--- src/rtl/ysyx_22050078_wbu_pkg.sv ---
// Shared write-back constants: datapath widths, result-source select and load funct3 codes.
// Also used by the LSU through the load extender.
package ysyx_22050078_wbu_pkg;

    localparam int CPU_WIDTH = 64;
    localparam int REG_ADDRW = 5;

    typedef enum logic [1:0] {
        WB_SEL_ALU  = 2'd0,
        WB_SEL_LOAD = 2'd1,
        WB_SEL_PC4  = 2'd2,
        WB_SEL_CSR  = 2'd3
    } wb_sel_e;

    localparam logic [2:0] LD_LB  = 3'b000;
    localparam logic [2:0] LD_LH  = 3'b001;
    localparam logic [2:0] LD_LW  = 3'b010;
    localparam logic [2:0] LD_LD  = 3'b011;
    localparam logic [2:0] LD_LBU = 3'b100;
    localparam logic [2:0] LD_LHU = 3'b101;
    localparam logic [2:0] LD_LWU = 3'b110;

endpackage

--- src/rtl/ysyx_22050078_wbu_if.sv ---
// Write-back bundle: upstream result handshake, IDU issue notify, regfile write port and status.
// slave = WBU side, master = the surrounding pipeline / bench.
interface ysyx_22050078_wbu_if #(
    parameter int DATA_WIDTH = 64,
    parameter int ADDR_WIDTH = 5
);
    logic                    i_valid;
    logic                    o_ready;
    logic                    i_rd_wen;
    logic [ADDR_WIDTH-1:0]   i_rd_addr;
    logic [1:0]              i_wb_sel;
    logic [DATA_WIDTH-1:0]   i_alu_res;
    logic [DATA_WIDTH-1:0]   i_mem_rdata;
    logic [2:0]              i_ld_size;
    logic [DATA_WIDTH-1:0]   i_pc;
    logic [DATA_WIDTH-1:0]   i_csr_rdata;
    logic                    i_wb_stall;
    logic                    i_issue_valid;
    logic [ADDR_WIDTH-1:0]   i_issue_rd;
    logic                    o_wen;
    logic [ADDR_WIDTH-1:0]   o_waddr;
    logic [DATA_WIDTH-1:0]   o_wdata;
    logic                    o_commit;
    logic [(1<<ADDR_WIDTH)-1:0] o_pending;
    logic [63:0]             o_retire_cnt;

    modport slave (
        input  i_valid, i_rd_wen, i_rd_addr, i_wb_sel, i_alu_res, i_mem_rdata,
               i_ld_size, i_pc, i_csr_rdata, i_wb_stall, i_issue_valid, i_issue_rd,
        output o_ready, o_wen, o_waddr, o_wdata, o_commit, o_pending, o_retire_cnt
    );

    modport master (
        output i_valid, i_rd_wen, i_rd_addr, i_wb_sel, i_alu_res, i_mem_rdata,
               i_ld_size, i_pc, i_csr_rdata, i_wb_stall, i_issue_valid, i_issue_rd,
        input  o_ready, o_wen, o_waddr, o_wdata, o_commit, o_pending, o_retire_cnt
    );
endinterface

--- src/rtl/ysyx_22050078_wbu_ld_ext.sv ---
// Combinational load formatter: sign/zero extends right-aligned load data by funct3.
// Reserved funct3 111 yields 0.
module ysyx_22050078_ld_ext
    import ysyx_22050078_wbu_pkg::*;
#(
    parameter int DATA_WIDTH = CPU_WIDTH
) (
    input  logic [DATA_WIDTH-1:0] rdata_i,
    input  logic [2:0]            size_i,
    output logic [DATA_WIDTH-1:0] data_o
);
    always_comb begin
        data_o = '0;
        case (size_i)
            LD_LB:   data_o = {{(DATA_WIDTH-8){rdata_i[7]}},   rdata_i[7:0]};
            LD_LH:   data_o = {{(DATA_WIDTH-16){rdata_i[15]}}, rdata_i[15:0]};
            LD_LW:   data_o = {{(DATA_WIDTH-32){rdata_i[31]}}, rdata_i[31:0]};
            LD_LD:   data_o = rdata_i;
            LD_LBU:  data_o = {{(DATA_WIDTH-8){1'b0}},  rdata_i[7:0]};
            LD_LHU:  data_o = {{(DATA_WIDTH-16){1'b0}}, rdata_i[15:0]};
            LD_LWU:  data_o = {{(DATA_WIDTH-32){1'b0}}, rdata_i[31:0]};
            default: data_o = '0;
        endcase
    end
endmodule

--- src/rtl/ysyx_22050078_wbu.sv ---
// Write-back unit: formats results into a small FIFO, drains one regfile write per cycle,
// and tracks outstanding destination registers for the IDU hazard check.
module ysyx_22050078_wbu
    import ysyx_22050078_wbu_pkg::*;
#(
    parameter int DEPTH      = 2,
    parameter int DATA_WIDTH = CPU_WIDTH,
    parameter int ADDR_WIDTH = REG_ADDRW
) (
    input  logic clk,
    input  logic rst,
    ysyx_22050078_wbu_if.slave bus
);
    localparam int PTR_W = $clog2(DEPTH);
    localparam int CNT_W = PTR_W + 1;
    localparam int NREG  = 1 << ADDR_WIDTH;
    localparam logic [CNT_W-1:0] FULL = CNT_W'(DEPTH);

    logic [DEPTH-1:0]      wen_q;
    logic [ADDR_WIDTH-1:0] addr_q [DEPTH];
    logic [DATA_WIDTH-1:0] data_q [DEPTH];
    logic [PTR_W-1:0]      wr_ptr_q, wr_ptr_d, rd_ptr_q, rd_ptr_d;
    logic [CNT_W-1:0]      cnt_q, cnt_d;
    logic [NREG-1:0]       pending_q, pending_d, set_vec, clr_vec;
    logic [63:0]           retire_q, retire_d;
    logic [DATA_WIDTH-1:0] ld_data, fmt_data;
    logic                  push, pop, empty;

    ysyx_22050078_ld_ext #(.DATA_WIDTH(DATA_WIDTH)) u_ld_ext (
        .rdata_i (bus.i_mem_rdata),
        .size_i  (bus.i_ld_size),
        .data_o  (ld_data)
    );

    always_comb begin
        fmt_data = bus.i_alu_res;
        case (wb_sel_e'(bus.i_wb_sel))
            WB_SEL_LOAD: fmt_data = ld_data;
            WB_SEL_PC4:  fmt_data = bus.i_pc + DATA_WIDTH'(4);
            WB_SEL_CSR:  fmt_data = bus.i_csr_rdata;
            default:     fmt_data = bus.i_alu_res;
        endcase
    end

    // Ready depends only on registered count, so a same-cycle pop never opens a full queue.
    assign empty       = (cnt_q == '0);
    assign bus.o_ready = (cnt_q < FULL);
    assign push        = bus.i_valid && bus.o_ready;
    assign pop         = !empty && !bus.i_wb_stall;

    assign bus.o_commit = pop;
    assign bus.o_waddr  = empty ? '0 : addr_q[rd_ptr_q];
    assign bus.o_wdata  = empty ? '0 : data_q[rd_ptr_q];
    assign bus.o_wen    = pop && wen_q[rd_ptr_q] && (addr_q[rd_ptr_q] != '0);

    always_comb begin
        wr_ptr_d = push ? wr_ptr_q + PTR_W'(1) : wr_ptr_q;
        rd_ptr_d = pop  ? rd_ptr_q + PTR_W'(1) : rd_ptr_q;
        cnt_d    = cnt_q + CNT_W'(push) - CNT_W'(pop);
        retire_d = pop ? retire_q + 64'd1 : retire_q;
    end

    // Issue-set is applied after write-clear so a re-issued rd stays pending.
    always_comb begin
        set_vec   = (bus.i_issue_valid && bus.i_issue_rd != '0) ? (NREG'(1) << bus.i_issue_rd) : '0;
        clr_vec   = bus.o_wen ? (NREG'(1) << bus.o_waddr) : '0;
        pending_d = ((pending_q & ~clr_vec) | set_vec) & ~NREG'(1);
    end

    always_ff @(posedge clk or posedge rst) begin
        if (rst) begin
            wen_q     <= '0;
            wr_ptr_q  <= '0;
            rd_ptr_q  <= '0;
            cnt_q     <= '0;
            pending_q <= '0;
            retire_q  <= '0;
            for (int i = 0; i < DEPTH; i++) begin
                addr_q[i] <= '0;
                data_q[i] <= '0;
            end
        end else begin
            if (push) begin
                wen_q[wr_ptr_q]  <= bus.i_rd_wen;
                addr_q[wr_ptr_q] <= bus.i_rd_addr;
                data_q[wr_ptr_q] <= fmt_data;
            end
            wr_ptr_q  <= wr_ptr_d;
            rd_ptr_q  <= rd_ptr_d;
            cnt_q     <= cnt_d;
            pending_q <= pending_d;
            retire_q  <= retire_d;
        end
    end

    assign bus.o_pending    = pending_q;
    assign bus.o_retire_cnt = retire_q;

endmodule
--- src/flat_wrapper.sv ---
// flat-port wrapper written by rule: the top's interface ports become plain ports
module ysyx_22050078_wbu_flat import ysyx_22050078_wbu_pkg::*;
#(
    parameter int DEPTH      = 2,
    parameter int DATA_WIDTH = CPU_WIDTH,
    parameter int ADDR_WIDTH = REG_ADDRW
)
  (clk, rst, bus_i_valid, bus_i_rd_wen, bus_i_rd_addr, bus_i_wb_sel, bus_i_alu_res, bus_i_mem_rdata, bus_i_ld_size, bus_i_pc, bus_i_csr_rdata, bus_i_wb_stall, bus_i_issue_valid, bus_i_issue_rd, bus_o_ready, bus_o_wen, bus_o_waddr, bus_o_wdata, bus_o_commit, bus_o_pending, bus_o_retire_cnt);
  ysyx_22050078_wbu_if #(.DATA_WIDTH(DATA_WIDTH), .ADDR_WIDTH(ADDR_WIDTH)) bus_i ();
  input  logic clk;
  input  logic rst;
  input wire logic [$bits(bus_i.i_valid)-1:0] bus_i_valid;
  input wire logic [$bits(bus_i.i_rd_wen)-1:0] bus_i_rd_wen;
  input wire logic [$bits(bus_i.i_rd_addr)-1:0] bus_i_rd_addr;
  input wire logic [$bits(bus_i.i_wb_sel)-1:0] bus_i_wb_sel;
  input wire logic [$bits(bus_i.i_alu_res)-1:0] bus_i_alu_res;
  input wire logic [$bits(bus_i.i_mem_rdata)-1:0] bus_i_mem_rdata;
  input wire logic [$bits(bus_i.i_ld_size)-1:0] bus_i_ld_size;
  input wire logic [$bits(bus_i.i_pc)-1:0] bus_i_pc;
  input wire logic [$bits(bus_i.i_csr_rdata)-1:0] bus_i_csr_rdata;
  input wire logic [$bits(bus_i.i_wb_stall)-1:0] bus_i_wb_stall;
  input wire logic [$bits(bus_i.i_issue_valid)-1:0] bus_i_issue_valid;
  input wire logic [$bits(bus_i.i_issue_rd)-1:0] bus_i_issue_rd;
  output wire logic [$bits(bus_i.o_ready)-1:0] bus_o_ready;
  output wire logic [$bits(bus_i.o_wen)-1:0] bus_o_wen;
  output wire logic [$bits(bus_i.o_waddr)-1:0] bus_o_waddr;
  output wire logic [$bits(bus_i.o_wdata)-1:0] bus_o_wdata;
  output wire logic [$bits(bus_i.o_commit)-1:0] bus_o_commit;
  output wire logic [$bits(bus_i.o_pending)-1:0] bus_o_pending;
  output wire logic [$bits(bus_i.o_retire_cnt)-1:0] bus_o_retire_cnt;
  assign bus_i.i_valid = bus_i_valid;
  assign bus_i.i_rd_wen = bus_i_rd_wen;
  assign bus_i.i_rd_addr = bus_i_rd_addr;
  assign bus_i.i_wb_sel = bus_i_wb_sel;
  assign bus_i.i_alu_res = bus_i_alu_res;
  assign bus_i.i_mem_rdata = bus_i_mem_rdata;
  assign bus_i.i_ld_size = bus_i_ld_size;
  assign bus_i.i_pc = bus_i_pc;
  assign bus_i.i_csr_rdata = bus_i_csr_rdata;
  assign bus_i.i_wb_stall = bus_i_wb_stall;
  assign bus_i.i_issue_valid = bus_i_issue_valid;
  assign bus_i.i_issue_rd = bus_i_issue_rd;
  assign bus_o_ready = bus_i.o_ready;
  assign bus_o_wen = bus_i.o_wen;
  assign bus_o_waddr = bus_i.o_waddr;
  assign bus_o_wdata = bus_i.o_wdata;
  assign bus_o_commit = bus_i.o_commit;
  assign bus_o_pending = bus_i.o_pending;
  assign bus_o_retire_cnt = bus_i.o_retire_cnt;
  ysyx_22050078_wbu #(.DEPTH(DEPTH), .DATA_WIDTH(DATA_WIDTH), .ADDR_WIDTH(ADDR_WIDTH)) u_core (.clk(clk), .rst(rst), .bus(bus_i));
endmodule
--- config.mk ---
export PLATFORM = sky130hd
export DESIGN_NAME = ysyx_22050078_wbu_flat
export DESIGN_NICKNAME = d
export VERILOG_FILES = /design/src/rtl/ysyx_22050078_wbu_pkg.sv /design/src/rtl/ysyx_22050078_wbu_if.sv /design/src/rtl/ysyx_22050078_wbu_ld_ext.sv /design/src/rtl/ysyx_22050078_wbu.sv /design/src/flat_wrapper.sv
export SDC_FILE = /design/constraint.sdc
export NUM_CORES = 1
export LEC_CHECK = 0
export BUFFER_PORTS_ARGS = -buffer_cell sky130_fd_sc_hd__clkbuf_2
export CORE_MARGIN = 3
export CORE_UTILIZATION = 35
export DETAILED_ROUTE_END_ITERATION = 6
export PLACE_DENSITY = 0.67
export RECOVER_POWER = 100
export SYNTH_ARGS = -nofsm -noshare
export SYNTH_HDL_FRONTEND = slang
export SYNTH_SLANG_ARGS = --single-unit
--- constraint.sdc ---
create_clock -name clk -period 9.1 [get_ports clk]
set_input_delay 0.91 -clock clk [delete_from_list [all_inputs] [get_ports clk]]
set_output_delay 0.91 -clock clk [all_outputs]
set_load 0.01 [all_outputs]
[Word-level counts from Yosys, hierarchy flattened]
Cells that the tools add are included.
Storage, ports and cells
  output and inout bits: 168
  logic and storage cells: 75
  memories kept: 0
  latch bits: 0
  bits of input ports: 277
  RAM bits: 0
  bits in read-only memories: 0
  register bits after elaboration: 239
Cells by class
  $mul: 0
  multiplexer cells: 23
  order comparisons: 7
  add/subtract/negate cells: 6
  divide/modulo/power cells: 0
  reduce and logical (&&, ||, !) cells: 13
  bitwise gates (word level): 5
  shift operators: 2
  eq/ne operators: 9
Operator list (count)
  one-hot mux 64 bit (7 select lines): 1
  2-to-1 mux 64 bit: 5
  one-hot mux 64 bit (3 select lines): 1
  bitwise mux 128 bit: 1
  adder 64 x 1 -> 64 bit, second input constant: 1
  adder 64 x 3 -> 64 bit, second input constant: 1
  demux 64 bit (select 1 bit): 1
  2-to-1 mux 32 bit: 2
  << shifter 1 x 5 -> 32 bit, first input constant: 2
  AND 32 bit: 1
  NOT 32 bit: 1
  OR 32 bit: 1
  2-to-1 mux 5 bit: 5
  bitwise mux 10 bit: 1
  nonzero test 5 bit: 2
  == test 3 bit, second input constant: 3
  logical AND 1 bit: 7
  == test 3 x 2 -> 1 bit, second input constant: 2
  demux 5 bit (select 1 bit): 1
  == test 2 bit, second input constant: 2
  >= comparator 2 bit, second input constant: 2
  < comparator 1 x 2 -> 1 bit, second input constant: 2
  NOT 1 -> 2 bit: 2
  == test 3 x 1 -> 1 bit, second input constant: 1
  other kinds (13): 17

[Depth between registers and ports, before layout]
  word-level depth: 10
  depth in mapped cells: 10
  gate-level depth less buffers: 7

[Modules after synthesis]
From an unflattened synthesis, not the netlist that was laid out.
Second synthesis, totals
  cells, all modules: 1699
  area, all modules: 14795.4 µm²
Modules (own cells, without submodules)
  ysyx_22050078_wbu: instances 1, area an instance 13689.4 µm², seq. area each 5980.7 µm², cells an instance 1539
  ysyx_22050078_ld_ext: instances 1, area an instance 1106.1 µm², seq. area each 0.0 µm², cells an instance 160

[Worst setup path before layout]
Ideal clock, no wire load.
  kind: input to register
  start point: input bus_i_pc[2]
  end point: register u_core.data_q[110] (netlist bit)
  buffers on the path: 1
  arrival time: 3.016 ns
  data required time: 8.959 ns
  cell stages on the path: 8
  setup time: 0.141 ns
  setup slack: 5.943 ns
  cells stage by stage: ha_1 -> nand4_2 -> nand2b_1 -> or4b_2 -> clkbuf_1 -> o21a_1 -> a2111oi_0 -> a21oi_1
On the way
  cells in the longest elaborated chain, start to end: 3
RTL lines
  start: declaration: line flat_wrapper.sv:19  | input wire logic [$bits(bus_i.i_pc)-1:0] bus_i_pc;
  adder 64 x 3 -> 64 bit: line ysyx_22050078_wbu.sv:39  | WB_SEL_PC4: fmt_data = bus.i_pc + DATA_WIDTH'(4);
  one-hot mux 64 bit (3 select lines): line ysyx_22050078_wbu.sv:37  | case (wb_sel_e'(bus.i_wb_sel))
  bitwise mux 128 bit: line ysyx_22050078_wbu.sv:86  | data_q[wr_ptr_q] <= fmt_data;
  end signal: indexed assignment: line ysyx_22050078_wbu.sv:86
  end: declaration: line ysyx_22050078_wbu.sv:21  | logic [DATA_WIDTH-1:0] data_q [DEPTH];
No other way between the ends.
A chain may end at the register's enable or synchronous reset.

[Worst setup path in the final report]
  start point: input bus_i_wb_sel[0]
  end point: register u_core.data_q[109] (netlist bit)
On the way
  cells in the longest elaborated chain, start to end: 3
  elaborated cells between the ends (all ways): 5
  classes of those cells: 3 x eq/ne; 2 x mux
RTL lines
  start: declaration: line flat_wrapper.sv:15  | input wire logic [$bits(bus_i.i_wb_sel)-1:0] bus_i_wb_sel;
  == test 2 bit or == test 2 x 1 -> 1 bit (tied branches): line ysyx_22050078_wbu.sv:37
  one-hot mux 64 bit (3 select lines) *: line ysyx_22050078_wbu.sv:37
  bitwise mux 128 bit *: line ysyx_22050078_wbu.sv:86
Mark *: on every way between the ends. The rest lies on a longest branch, timed or not.

==> metrics <==
arrival time of data at the critical path endpoint 6600 ps; global-route wire length before repair 86.7 mm; leading cell types by total area after synthesis dfrtp_1 42%, nand2_1 6.5%, o21ai_0 5.7%; ANT nets after route 0; die extent in y 208 um; # nets final 2365; clock period minus worst slack 6170 ps; Max IR drop VDD 0.129 mV; actual slew at the worst max-slew pin 5390 ps; Synth Flop Type dfrtp_1; number of I/O pins 445; share of Yosys cell area claimed by the top area cell type 0.420; area share of and/or/nand/nor cells after synthesis 0.231; pins over their slew limit 275; Total Wirelength 57.1 mm; setup repair after global routing missed its margin no; vias per cell 5.67; clock network fraction of design power 0.232; compound-cell area share of the yosys netlist 0.187; Yosys warnings 0; count of flip-flops with a built-in enable after synthesis 0; proportion of synthesized chip area in sequential cells 0.420; clock transition at the registers of the reported paths 60 ps; total of buffers placed on input and output ports 443; half-perimeter wire length after placement 44.1 mm; buffer cell driving the clock tree root clkbuf_16; number of design-rule violations left by the first detailed-router iteration 1449; standard-cell rows 73; Routed WL per cell 21.7 um; post-layout instance area 17500 um2; sequential group share of total power 0.369; adder-cell share of the synthesized area 0.00352; Post-Syn Area 14200 um2; worst min-delay path class reg2reg; largest fanout on the critical path 56; async set-reset flop share out of synthesis 1.00; post_cts resized 0; Post-CTS Hold Buffers 0; cell area after placement 16900 um2; share of cell area taken by muxes after synthesis 0.0619; H-tree level count 1; number of antenna violations at the first check in global routing 8; post-synthesis cell type count 70; part of the total power dissipated in combinational logic 0.398; peak clock frequency supported by timing 0.162 GHz; Cells after Synth 1706; drt drc 0; required time at the endpoint of the critical path 9530 ps; Worst slew margin -2.61; P_leak 7.72 nW; maxcap violations 5; Setup TNS Final 0 ps; Horiz. Die Dim 208 um; number of buffers created by CTS 27; global-route total usage across every layer 0.253; overall die area 43100 um2; endpoint type of the worst setup path register; Switching Share 0.406; clock insertion delay at the later pin of the skew report 530 ps; main combinational cell family by area after synthesis simple AND/OR/NAND/NOR gates; hold violation total from the final report 0; count of clock tree sinks 239; result of the run finished with violations; failing checks max-capacitance violations, max-slew violations; Pre-Repair DR Iteration Count 5; net switching power 1.86 mW; number of global-route vias before repair 14500; Final setup violation count 0; register bit total from synthesis 239; clock tree from TritonCTS yes; layout cell share with drive strength beyond 1 0.169; grt total ovfl 0; starting density of the core 0.357; most frequent cell after synthesis nand2_1; Power Internal 2.72 mW; floorplan core area 39900 um2; Clock Path Buffers 3; startpoint type of the worst setup path input pin; maximum number of pins on one net before global-route repair 122; cell type with the highest aggregate area in the netlist dfrtp_1; gpl congestion 0.994; DR vias 14900; xor and xnor area share after synthesis 0.0591; final setup skew 10.8 ps; Mapped Avg Cell Area 8.34 um2; Commonest cells post-synth 247 x nand2_1, 239 x dfrtp_1, 176 x nor2_1; PwrDens 262 nW/um2; final period utilization 0.677; Worst Path Class, Setup in2reg; Post-CTS Setup Inserts 0; net count after synthesis 1987; area added between synthesis and finish 22.9%
-- critical path, cell delays in order --
cell and delay (ps):
clkbuf_2 80, clkbuf_1 1980, inv_1 1170, buf_4 550, nor2_1 270, clkbuf_1 630, a221oi_1 200, a211oi_1 490
a311oi_1 120, a21oi_1 170
-- worst paths after layout --
path	from	endpoint	slack [ps]	cells after the start
min reg2reg	u_core.data_q[67]$_DFFE_PP0P_	u_core.data_q[67]$_DFFE_PP0P_	470	2
max in group asynchronous	rst	u_core.data_q[6]$_DFFE_PP0P_	4520	3
min	u_core.data_q[67]$_DFFE_PP0P_	u_core.data_q[67]$_DFFE_PP0P_	470	2
max reg2reg	u_core.cnt_q[1]$_DFF_PP0_	u_core.data_q[110]$_DFFE_PP0P_	4630	5
max	bus_i_wb_sel[0]	u_core.data_q[109]$_DFFE_PP0P_	2930	10
min in group asynchronous	rst	u_core.bus.o_retire_cnt[6]$_DFFE_PP0P_	2030	2
-- flip-flops by register name, indices dropped and copies added, names as in the netlist --
| register | flops |
|---|---|
| u_core.wr_ptr_q | 1 |
| u_core.addr_q | 10 |
| u_core.bus.o_retire_cnt | 64 |
| u_core.wen_q | 2 |
| u_core.rd_ptr_q | 1 |
| u_core.cnt_q | 2 |
| u_core.bus.o_pending | 31 |
| u_core.data_q | 128 |
-- layer usage --
metal  GRT usage  up-vias  wire length (um)
li1            -     6900                 -
met2       0.417      791             26700
met5           0        -                 0
met3      0.0476      123              4810
met4      0.0995        0              2280
met1       0.331     7122             23400
-- layout by cell type (no fill, tap or decap), types with 11 or more instances in the layout --
cell type,netlist,routed
o31ai_1,16,16
clkbuf_2,0,274
o21ai_0,163,163
nor3_1,35,36
a221oi_1,18,18
dfrtp_1,239,239
nor4_1,33,33
a21oi_1,116,116
nand3_1,61,61
and3_1,23,23
o22ai_1,14,14
clkbuf_1,99,180
clkbuf_16,0,27
or4_1,12,12
nor2_1,176,174
buf_4,1,15
inv_1,25,25
xnor2_1,57,57
a31oi_1,20,20
nand4_1,41,41
mux2i_1,79,79
and4_1,11,11
xor2_1,39,39
nand2_1,247,247
-- cell type report --
type / count / area, um2
flip-flops and latches: 239 / 5980
inverters: 27 / 103
clock buffers: 41 / 808
multi-input cells: 1326 / 7720
well taps: 525 / 657
fillers: 4136 / 22400
clock inverters: 7 / 66.3
repair buffers: 463 / 2140
diodes: 7 / 17.5
-- power groups by stage --
stage / Clock (mW) / Combinational, mW / Sequential [mW]
after floorplan: 0 / 1.14 / 1.65
after global placement: 0 / 1.87 / 1.69
after detailed placement: 0 / 1.90 / 1.71
after CTS: 1.09 / 1.91 / 1.69
after global routing: 1.14 / 2.02 / 1.74
final: 1.06 / 1.82 / 1.69
-- kinds of logic after synthesis --
family                   count (synthesis)
adder cells (fa/ha/maj)                  4
other                                    1
AND/OR/NAND/NOR                        700
buffers and inverters                  141
XOR/XNOR                                96
AO/OA/AOI/OAI                          438
flip-flops                             239
multiplexers                            87
-- stage by stage --
step                instances  power [mW]  setup WS (ps)  utilization  hold slack [ps]
finish                   2635        4.58           2930        0.438              474
global route             2635        4.90           2670        0.438              491
CTS                      2628        4.69           5180        0.444              478
detailed placement       2580        3.61           5110        0.422              463
global placement         2580        3.56           5160        0.422              456
floorplan                1706        2.78           1630            -              443
(Power assumes the default switching activity.)
